$ cat src/rtl/c3lib_tie_bus_mon_lcell_if.sv
// Tie/strap monitor bus: raw tie inputs and control pulses in, qualified value and status out.
interface c3lib_tie_bus_mon_lcell_if #(
  parameter int WIDTH = 4
);
  logic [WIDTH-1:0] in_bus;
  logic             sample_req;
  logic             clr_sticky;
  logic [WIDTH-1:0] bus_val;
  logic             valid;
  logic             mismatch;
  logic             change_sticky;

  modport master (
    output in_bus, sample_req, clr_sticky,
    input  bus_val, valid, mismatch, change_sticky
  );

  modport slave (
    input  in_bus, sample_req, clr_sticky,
    output bus_val, valid, mismatch, change_sticky
  );
endinterface

$ cat src/rtl/c3lib_tie_bus_mon_lcell.sv
// Synchronizes a static tie bus, locks it after STABLE_CYCLES equal samples,
// flags mismatch against EXPECT_VALUE and tracks post-lock changes (all outputs registered).
module c3lib_tie_bus_mon_lcell #(
  parameter int               WIDTH         = 4,
  parameter logic [WIDTH-1:0] EXPECT_VALUE  = WIDTH'(3),
  parameter int               STABLE_CYCLES = 8
) (
  input  logic                         clk,
  input  logic                         rst_n,
  c3lib_tie_bus_mon_lcell_if.slave     mon
);
  localparam int             CW      = (STABLE_CYCLES > 1) ? $clog2(STABLE_CYCLES) : 1;
  localparam logic [CW-1:0]  CNT_MAX = CW'(STABLE_CYCLES - 1);

  typedef enum logic {ACQ, LOCK} state_t;

  state_t           state, state_nxt;
  logic [WIDTH-1:0] q1, s, p;
  logic [2:0]       prime;
  logic [CW-1:0]    cnt, cnt_nxt;
  logic [WIDTH-1:0] bus_val_r;
  logic             valid_r, mismatch_r, sticky_r;
  logic             lock_hit, changed;

  always_comb begin
    state_nxt = state;
    cnt_nxt   = cnt;
    lock_hit  = 1'b0;
    changed   = 1'b0;
    unique case (state)
      ACQ: begin
        // p only carries real bus data once the prime shifter has filled.
        if (prime[2]) begin
          if (s != p) begin
            cnt_nxt = '0;
          end else if (cnt == CNT_MAX) begin
            lock_hit  = 1'b1;
            state_nxt = LOCK;
          end else begin
            cnt_nxt = cnt + 1'b1;
          end
        end
      end
      LOCK: begin
        changed = (s != bus_val_r);
      end
      default: state_nxt = ACQ;
    endcase
    // Re-acquire request overrides a coincident lock and any change detection.
    if (mon.sample_req) begin
      state_nxt = ACQ;
      cnt_nxt   = '0;
      lock_hit  = 1'b0;
      changed   = 1'b0;
    end
  end

  always_ff @(posedge clk) begin
    if (!rst_n) begin
      state      <= ACQ;
      q1         <= '0;
      s          <= '0;
      p          <= '0;
      prime      <= '0;
      cnt        <= '0;
      bus_val_r  <= '0;
      valid_r    <= 1'b0;
      mismatch_r <= 1'b0;
      sticky_r   <= 1'b0;
    end else begin
      q1    <= mon.in_bus;
      s     <= q1;
      p     <= s;
      prime <= {prime[1:0], 1'b1};
      state <= state_nxt;
      cnt   <= cnt_nxt;
      if (mon.sample_req) begin
        valid_r    <= 1'b0;
        mismatch_r <= 1'b0;
      end else if (lock_hit) begin
        bus_val_r  <= s;
        valid_r    <= 1'b1;
        mismatch_r <= (s != EXPECT_VALUE);
      end
      // A fresh change beats a coincident clear.
      if (changed) begin
        sticky_r <= 1'b1;
      end else if (mon.clr_sticky) begin
        sticky_r <= 1'b0;
      end
    end
  end

  assign mon.bus_val       = bus_val_r;
  assign mon.valid         = valid_r;
  assign mon.mismatch      = mismatch_r;
  assign mon.change_sticky = sticky_r;
endmodule

$ cat src/flat_wrapper.sv
// flat-port wrapper written by rule: the top's interface ports become plain ports
module c3lib_tie_bus_mon_lcell_flat 
#(
  parameter int               WIDTH         = 4,
  parameter logic [WIDTH-1:0] EXPECT_VALUE  = WIDTH'(3),
  parameter int               STABLE_CYCLES = 8
)
  (clk, rst_n, mon_in_bus, mon_sample_req, mon_clr_sticky, mon_bus_val, mon_valid, mon_mismatch, mon_change_sticky);
  c3lib_tie_bus_mon_lcell_if #(.WIDTH(WIDTH)) mon_i ();
  input  logic clk;
  input  logic rst_n;
  input wire logic [$bits(mon_i.in_bus)-1:0] mon_in_bus;
  input wire logic [$bits(mon_i.sample_req)-1:0] mon_sample_req;
  input wire logic [$bits(mon_i.clr_sticky)-1:0] mon_clr_sticky;
  output wire logic [$bits(mon_i.bus_val)-1:0] mon_bus_val;
  output wire logic [$bits(mon_i.valid)-1:0] mon_valid;
  output wire logic [$bits(mon_i.mismatch)-1:0] mon_mismatch;
  output wire logic [$bits(mon_i.change_sticky)-1:0] mon_change_sticky;
  assign mon_i.in_bus = mon_in_bus;
  assign mon_i.sample_req = mon_sample_req;
  assign mon_i.clr_sticky = mon_clr_sticky;
  assign mon_bus_val = mon_i.bus_val;
  assign mon_valid = mon_i.valid;
  assign mon_mismatch = mon_i.mismatch;
  assign mon_change_sticky = mon_i.change_sticky;
  c3lib_tie_bus_mon_lcell #(.WIDTH(WIDTH), .EXPECT_VALUE(EXPECT_VALUE), .STABLE_CYCLES(STABLE_CYCLES)) u_core (.clk(clk), .rst_n(rst_n), .mon(mon_i));
endmodule
$ cat config.mk
export PLATFORM = sky130hd
export DESIGN_NAME = c3lib_tie_bus_mon_lcell_flat
export DESIGN_NICKNAME = d
export VERILOG_FILES = /design/src/rtl/c3lib_tie_bus_mon_lcell_if.sv /design/src/rtl/c3lib_tie_bus_mon_lcell.sv /design/src/flat_wrapper.sv
export SDC_FILE = /design/constraint.sdc
export NUM_CORES = 1
export LEC_CHECK = 0
export CORE_ASPECT_RATIO = 0.75
export CORE_MARGIN = 2
export CORE_UTILIZATION = 48
export CTS_CLUSTER_SIZE = 10
export DETAILED_ROUTE_END_ITERATION = 10
export DONT_BUFFER_PORTS = 1
export PLACE_DENSITY_LB_ADDON = 0.1
export SYNTH_ARGS = -nofsm -noshare
export SYNTH_HDL_FRONTEND = slang
export SYNTH_SLANG_ARGS = --single-unit
$ cat constraint.sdc
create_clock -name clk -period 3.15 [get_ports clk]
set_input_delay 0.1575 -clock clk [delete_from_list [all_inputs] [get_ports clk]]
set_output_delay 0.1575 -clock clk [all_outputs]
set_load 0.1 [all_outputs]
==> summary.txt, run 1 <==
Total track usage - 14.9%
Hold Vio Cnt, Final - 0
Max-cap viol count - 0
Worst-Margin Slew - 0.990 ns
Req. time, crit path - 3.37 ns
Post-synth cell types - 25
Die Span X - 56 um
Sequential share of the synthesized area - 53.5%
YS warnings - 0
Cell Chain, Critical Path - xor2_1 -> nor4_2 -> nand2_1 -> mux2i_1
Worst r2r src - u_core.s[1]$_SDFF_PN0_
Die H - 43 um
Minimum clock period - 1.93 ns
Remaining global-route overflow - 0
Net switching share of the total power - 19.4%
GPL Wtd Cong - 0.793
Synth-to-Final Area Change - 14.7%
Post-synth EDFFs - 0
Port Buf Inserts - 0
Fin Setup TNS - 0 ns
DRT Wirelength - 1540 um
Gate power share - 4.9%
Core area - 0.00196 mm^2
PD cells - 533 mW/mm^2
CTS tree - yes
CTS clk-pin slew, worst paths - 0.14 ns
Slew Limit Fails - 0
Final Skew - 0.00648 ns
Util after Layout - 56.9%
Antenna Cells - 0
Final worst-path cycle share - 61.3%
First-pass GRT wire length - 2660 um
Pin count of the biggest net entering global routing - 21
Fin worst setup slack - 1.22 ns
Clock network latency to the later pin of the worst-skew pair - 0.32 ns
Std cell rows - 14
Syn Std Cell Area - 973 um^2
Crit-path max FO - 11
Final ANT Viol Nets - 0
Clk buf depth - 2
# resized after CTS - 0
RSZ-0062 raised after global routing - false
Max-slew headroom - 33.9%
Fraction of layout cells with a size suffix above 1 - 9.35%
Commonest non-fill, non-tap cell in the layout - dfxtp_1
Vias per Instance - 5.03
Worst Min Path Start - mon_clr_sticky
Reg power frac - 57.4%
Min-delay worst type - input port to flop
Clock share of power - 37.7%
Cells after Synth - 98
FF+latch count, synth - 26
Vias - 659
Power Internal - 480 uW
Root Buffer Master - clkbuf_4
Clock sinks - 26
Hpwl dp - 1060 um
Pleak - 0.488 nW
Number of global-route vias before repair - 615
Drt wl/cell - 11.8 um
Pre-antenna DRT Iters - 4
Starting Density - 49.6%
Nets - 118
Post-synthesis net count - 108
Asr flop ratio synth - 0%
Initial DRC Count - 8
Syn Area/Cell - 9.93 um^2
IO Pins - 15
H-tree levels - 1
Die area - 0.00241 mm^2
CTS Buf Count - 3
CP max stage cell - nor4_2
VDD IR max - 0.365 mV
Critical Path AT - 2.15 ns
WS Path Type - flop to flop
Final setup violation count - 0
Post-synth top flop - dfxtp_1
Most frequent cells in the layout - 26 x dfxtp_1, 15 x nand2_1, 10 x and2_1
Initial antenna violation count - 0
CP startpoint - u_core.s[1]$_SDFF_PN0_
Outcome - finished clean
Critical path launch point type - flop
Critical path capture point type - flop
P_sw - 116 uW
CP max stage delay - 0.74 ns
Max Clock Freq - 518 MHz
Worst slack, placed - 1.23 ns
DR DRC count - 0
state kept, by name, indices dropped and copies added, names as in the netlist:
name                      flops
u_core.prime                  3
u_core.mon.bus_val            4
u_core.q1                     4
u_core.p                      4
u_core.state                  1
u_core.mon.change_sticky      1
u_core.mon.valid              1
u_core.cnt                    3
u_core.s                      4
u_core.mon.mismatch           1
cell usage after synthesis (3+ instances only):
cell	n	area share, %
nand2b_1	3	1.9
mux2i_1	4	4.1
xor2_1	4	3.6
nand2_1	15	5.8
and2_1	10	6.4
xnor2_1	4	3.6
a31oi_1	4	2.6
inv_1	4	1.5
nand3_1	3	1.5
dfxtp_1	26	53
stage by stage:
step           area, um^2  power, mW  std cells  hold WS, ns
6_report             1120      0.595        131       0.0115
3_5_place_dp         1010      0.371        122        0.186
2_1_floorplan         973      0.371         98        0.185
4_1_cts              1120      0.603        131       0.0108
3_3_place_gp         1010      0.370        122        0.186
5_1_grt              1120      0.621        131       0.0167
power groups by stage:
| stage | Combinational, mW | Clock, mW | Sequential (mW) |
|---|---|---|---|
| floorplan | 0.0236 | 0 | 0.348 |
| global placement | 0.0217 | 0 | 0.349 |
| detailed placement | 0.0218 | 0 | 0.349 |
| CTS | 0.0293 | 0.232 | 0.342 |
| global route | 0.0332 | 0.245 | 0.343 |
| finish | 0.0293 | 0.224 | 0.342 |
cell type report:
cell class	count	area [um^2]
Tap cell	24	30.0
Sequential cell	26	520
Inverter	4	15.0
Clock buffer	3	22.5
Multi-Input combinational cell	64	418
Clock inverter	1	30.0
Fill cell	180	846
Timing Repair Buffer	9	80.1
cell families (layout without fill, tap and decap cells):
group	after synthesis	in the layout	synth area share (%)
and+or+nand+nor	43	43	24.7
DFF	26	26	53.5
xor gates and xnor gates	8	8	7.20
buffers and inverters	8	17	3.60
AOI/OAI and AO/OA	7	7	4.37
muxes	4	4	4.11
adders and majority gates	2	2	2.57
path summary, 6_finish.rpt:
kind                                                               to  slack (ns)  cells past startpoint
worst max-delay path               u_core.mon.bus_val[2]$_SDFFE_PN0P_        1.22                      4
worst max register to register     u_core.mon.bus_val[2]$_SDFFE_PN0P_        1.22                      4
worst min-delay path            u_core.mon.change_sticky$_SDFFE_PN0P_        0.01                      2
worst min register to register             u_core.prime[2]$_SDFF_PN0_        0.45                      1
worst max-delay path: cells and delay by family (launching register included):
kind          cells  cell delay (ns)
flops             1             0.37
simple gates      2             1.09
mux               1             0.19
xor+xnor          1             0.18
layer usage:
layer / vias to the layer above / wire (um) / GRT usage (%)
met5: - / 0 / 0
met4: 0 / 13 / 2.86
met3: 2 / 162 / 7.32
met2: 25 / 635 / 23.3
met1: 289 / 730 / 18.9
li1: 343 / - / -
what timing repair did:
| action | in CTS | in global routing |
|---|---|---|
| hold buffers | 5 | 0 |
| hold endpoints to repair | 20 | 0 |
| buffers inserted | 0 | 0 |
(Power assumes the default switching activity.)
==> inputs of run 2 (changes only) <==
Settings changed: ABC_AREA set to 1.
Clock period 3.15 ns to 1.6 ns, I/O delays scaled along.
==> run 2 against run 1 <==
Synthesized cell count grew 57%. Power grew 110%. First-iteration DRC count grew to 3.4 times the previous value. Maximum frequency grew 44%. Flip-flop and latch count is the same. Global-route usage grew 2.5 points. Design area grew 23%. Cell count grew 54%. Wire length grew 34%. Register-to-register slack lost 0.96 ns. Area after synthesis grew 21%. Count of clock-buffer cells in the layout is the same. Critical path type unchanged. Largest cell class unchanged. Highest routed layer unchanged.
==> summary.txt, run 2 <==
Outcome - finished clean
Register area - 520 um^2
Port Buf Inserts - 0
Pleak - 0.714 nW
Commonest non-fill, non-tap cell in the layout - nand2_1
Vias - 859
Final setup violation count - 0
Post-synthesis net count - 164
Final worst-path cycle share - 83.9%
Placed instance area - 0.00125 mm^2
Worst r2r src - u_core.s[1]$_SDFF_PN0_
Fin cells - 202
Drt wl/cell - 10.2 um
Cell with the most instances after synthesis - nand2_1
Nets - 179
Die Span X - 61.2 um
Antenna Cells - 0
VDD IR max - 0.613 mV
Initial antenna violation count - 0
Vias per Instance - 4.25
Die H - 46.9 um
Syn Area/Cell - 7.65 um^2
Yosys top cell area share - 44.2%
Worst Hold Depth - 4
Critical path capture point type - flop
Syn Std Cell Area - 0.00118 mm^2
PD cells - 898 mW/mm^2
Post-CTS Setup Bufs - 0
Most frequent cells after synthesis - 38 x nand2_1, 29 x inv_1, 26 x dfxtp_1, 20 x nor2_1, 6 x nand2_2
Worst-Margin Slew - 0.681 ns
Slew Limit Fails - 0
H-tree levels - 1
Filler Cells Inserted - 216
Cell Chain, Critical Path - inv_2 -> nand2_2 -> nand2_2 -> nor2_8 -> nand4_4 -> nand2_1 -> nand2_1 -> nor2_1
CP startpoint - u_core.s[1]$_SDFF_PN0_
DR DRC count - 0
CTS clk-pin slew, worst paths - 0.14 ns
Cell family with most CP delay - simple AND/OR/NAND/NOR gates
IO Pins - 15
Synth-to-Final Area Change - 16.7%
Starting Density - 51.0%
Critical Path AT - 1.61 ns
Req. time, crit path - 1.87 ns
Fin Setup TNS - 0 ns
Most frequent cells in the layout - 38 x nand2_1, 29 x inv_1, 26 x dfxtp_1
Critical path buffer and inverter count - 1
Hpwl dp - 1470 um
Final Skew - 0.00644 ns
Max Clock Freq - 745 MHz
Clock sinks - 26
Synth top area cells - dfxtp_1 44%, nand2_1 12%, inv_1 9.2%
WS Path Type - flop to flop
Final ANT Viol Nets - 0
DRT Wirelength - 2060 um
# placed instances - 191
Yosys top cell by area - dfxtp_1
Multi-input logic area - 505 um^2
Post-synth cell types - 23
Pre-antenna DRT Iters - 4
FF-to-FF path depth - 8
Pin count of the biggest net entering global routing - 21
Clk buf depth - 2
Cells after Synth - 154
Post-synth EDFFs - 0
Worst Min Path Start - mon_sample_req
RSZ-0062 raised after global routing - false
Root Buffer Master - clkbuf_4
CTS Buf Count - 3
Max-cap viol count - 0
Std cell rows - 15
Min-delay worst type - input port to flop
Die area - 0.00287 mm^2
CP max stage delay - 0.50 ns
GPL Wtd Cong - 0.803
Clock network latency to the later pin of the worst-skew pair - 0.33 ns
Initial DRC Count - 27
Sequential share of the synthesized area - 44.2%
Post-synth top flop - dfxtp_1
Minimum clock period - 1.34 ns
Critical path launch point type - flop
YS warnings - 0
Number of global-route vias before repair - 832
Total track usage - 17.4%
Fin area - 0.00137 mm^2
Max-slew headroom - 54.6%
Asr flop ratio synth - 0%
First-pass GRT wire length - 3560 um
Core area - 0.00231 mm^2
Fraction of layout cells with a size suffix above 1 - 17.3%
Crit-path max FO - 8
CTS tree - yes
Hold Vio Cnt, Final - 0
FF+latch count, synth - 26
Remaining global-route overflow - 0
CP max stage cell - dfxtp_1
WP depth - 8
## run 2: changes by cell type after synthesis, sizes merged, moves of 3 or more
cell,change
a31oi,-4
nand4,+3
nor2,+21
nor3b,-3
nand2b,-3
nand2,+30
mux2i,-4
and2,-10
inv,+30
xor2,-4
## run 2: worst min-delay path, cell delays in order
cell and delay (ns):
nor3_2 0.04, nand4_1 0.09, nand2_1 0.05, nor2_1 0.07
## run 2: cell families (layout without fill, tap and decap cells)
family | Yosys count | after routing | share of synthesized area [%]
compound gates | 3 | 3 | 1.91
xor+xnor | 5 | 5 | 3.72
fa+ha+maj | 2 | 2 | 2.13
buf+inv | 38 | 52 | 12.9
flops | 26 | 26 | 44.2
simple gates | 80 | 80 | 35.2
## run 2: worst paths after layout
path	slack [ns]	endpoint
worst min-delay path	0.03	u_core.mon.bus_val[3]$_SDFFE_PN0P_
worst max-delay path	0.26	u_core.mon.bus_val[2]$_SDFFE_PN0P_
worst min register to register	0.43	u_core.prime[2]$_SDFF_PN0_
worst max register to register	0.26	u_core.mon.bus_val[2]$_SDFFE_PN0P_
## run 2: what timing repair did
item,4_1_cts,5_1_grt
setup endpoints to repair,0,5
hold buffers,7,0
hold endpoints to repair,26,0
gates resized for setup,0,1
## run 2: layer usage
| layer | wire length (um) | global-route usage [%] |
|---|---|---|
| met1 | 1010 | 22.9 |
| met4 | 31 | 6.52 |
| met2 | 925 | 26.2 |
| met5 | 0 | 0 |
| met3 | 90 | 6.61 |
## run 2: metrics by stage
step                      setup slack [ns]  power [mW]  utilization (%)  hold WS, ns
after floorplan                      0.105       0.773                -        0.108
after global placement               0.270       0.776             54.1        0.109
after detailed placement             0.261       0.780             54.1        0.109
after CTS                           0.0310        1.25             59.4       0.0183
after global routing                0.0681        1.29             59.5       0.0794
final                                0.258        1.23             59.5       0.0326
## run 2: layout make-up
class                   count  area share (%)
well taps                  34            3.10
repair buffers             14            9.11
multi-input cells          90            36.8
inverters                  34            9.29
flip-flops and latches     26            37.9
clock inverters             1            2.19
clock buffers               3            1.64
## run 2: report_power, final
part | total [mW] | switching [mW] | internal [mW]
registers | 0.678 | 0.0127 | 0.665
logic | 0.109 | 0.0637 | 0.0450
clock network | 0.447 | 0.193 | 0.254
total | 1.23 | 0.270 | 0.964
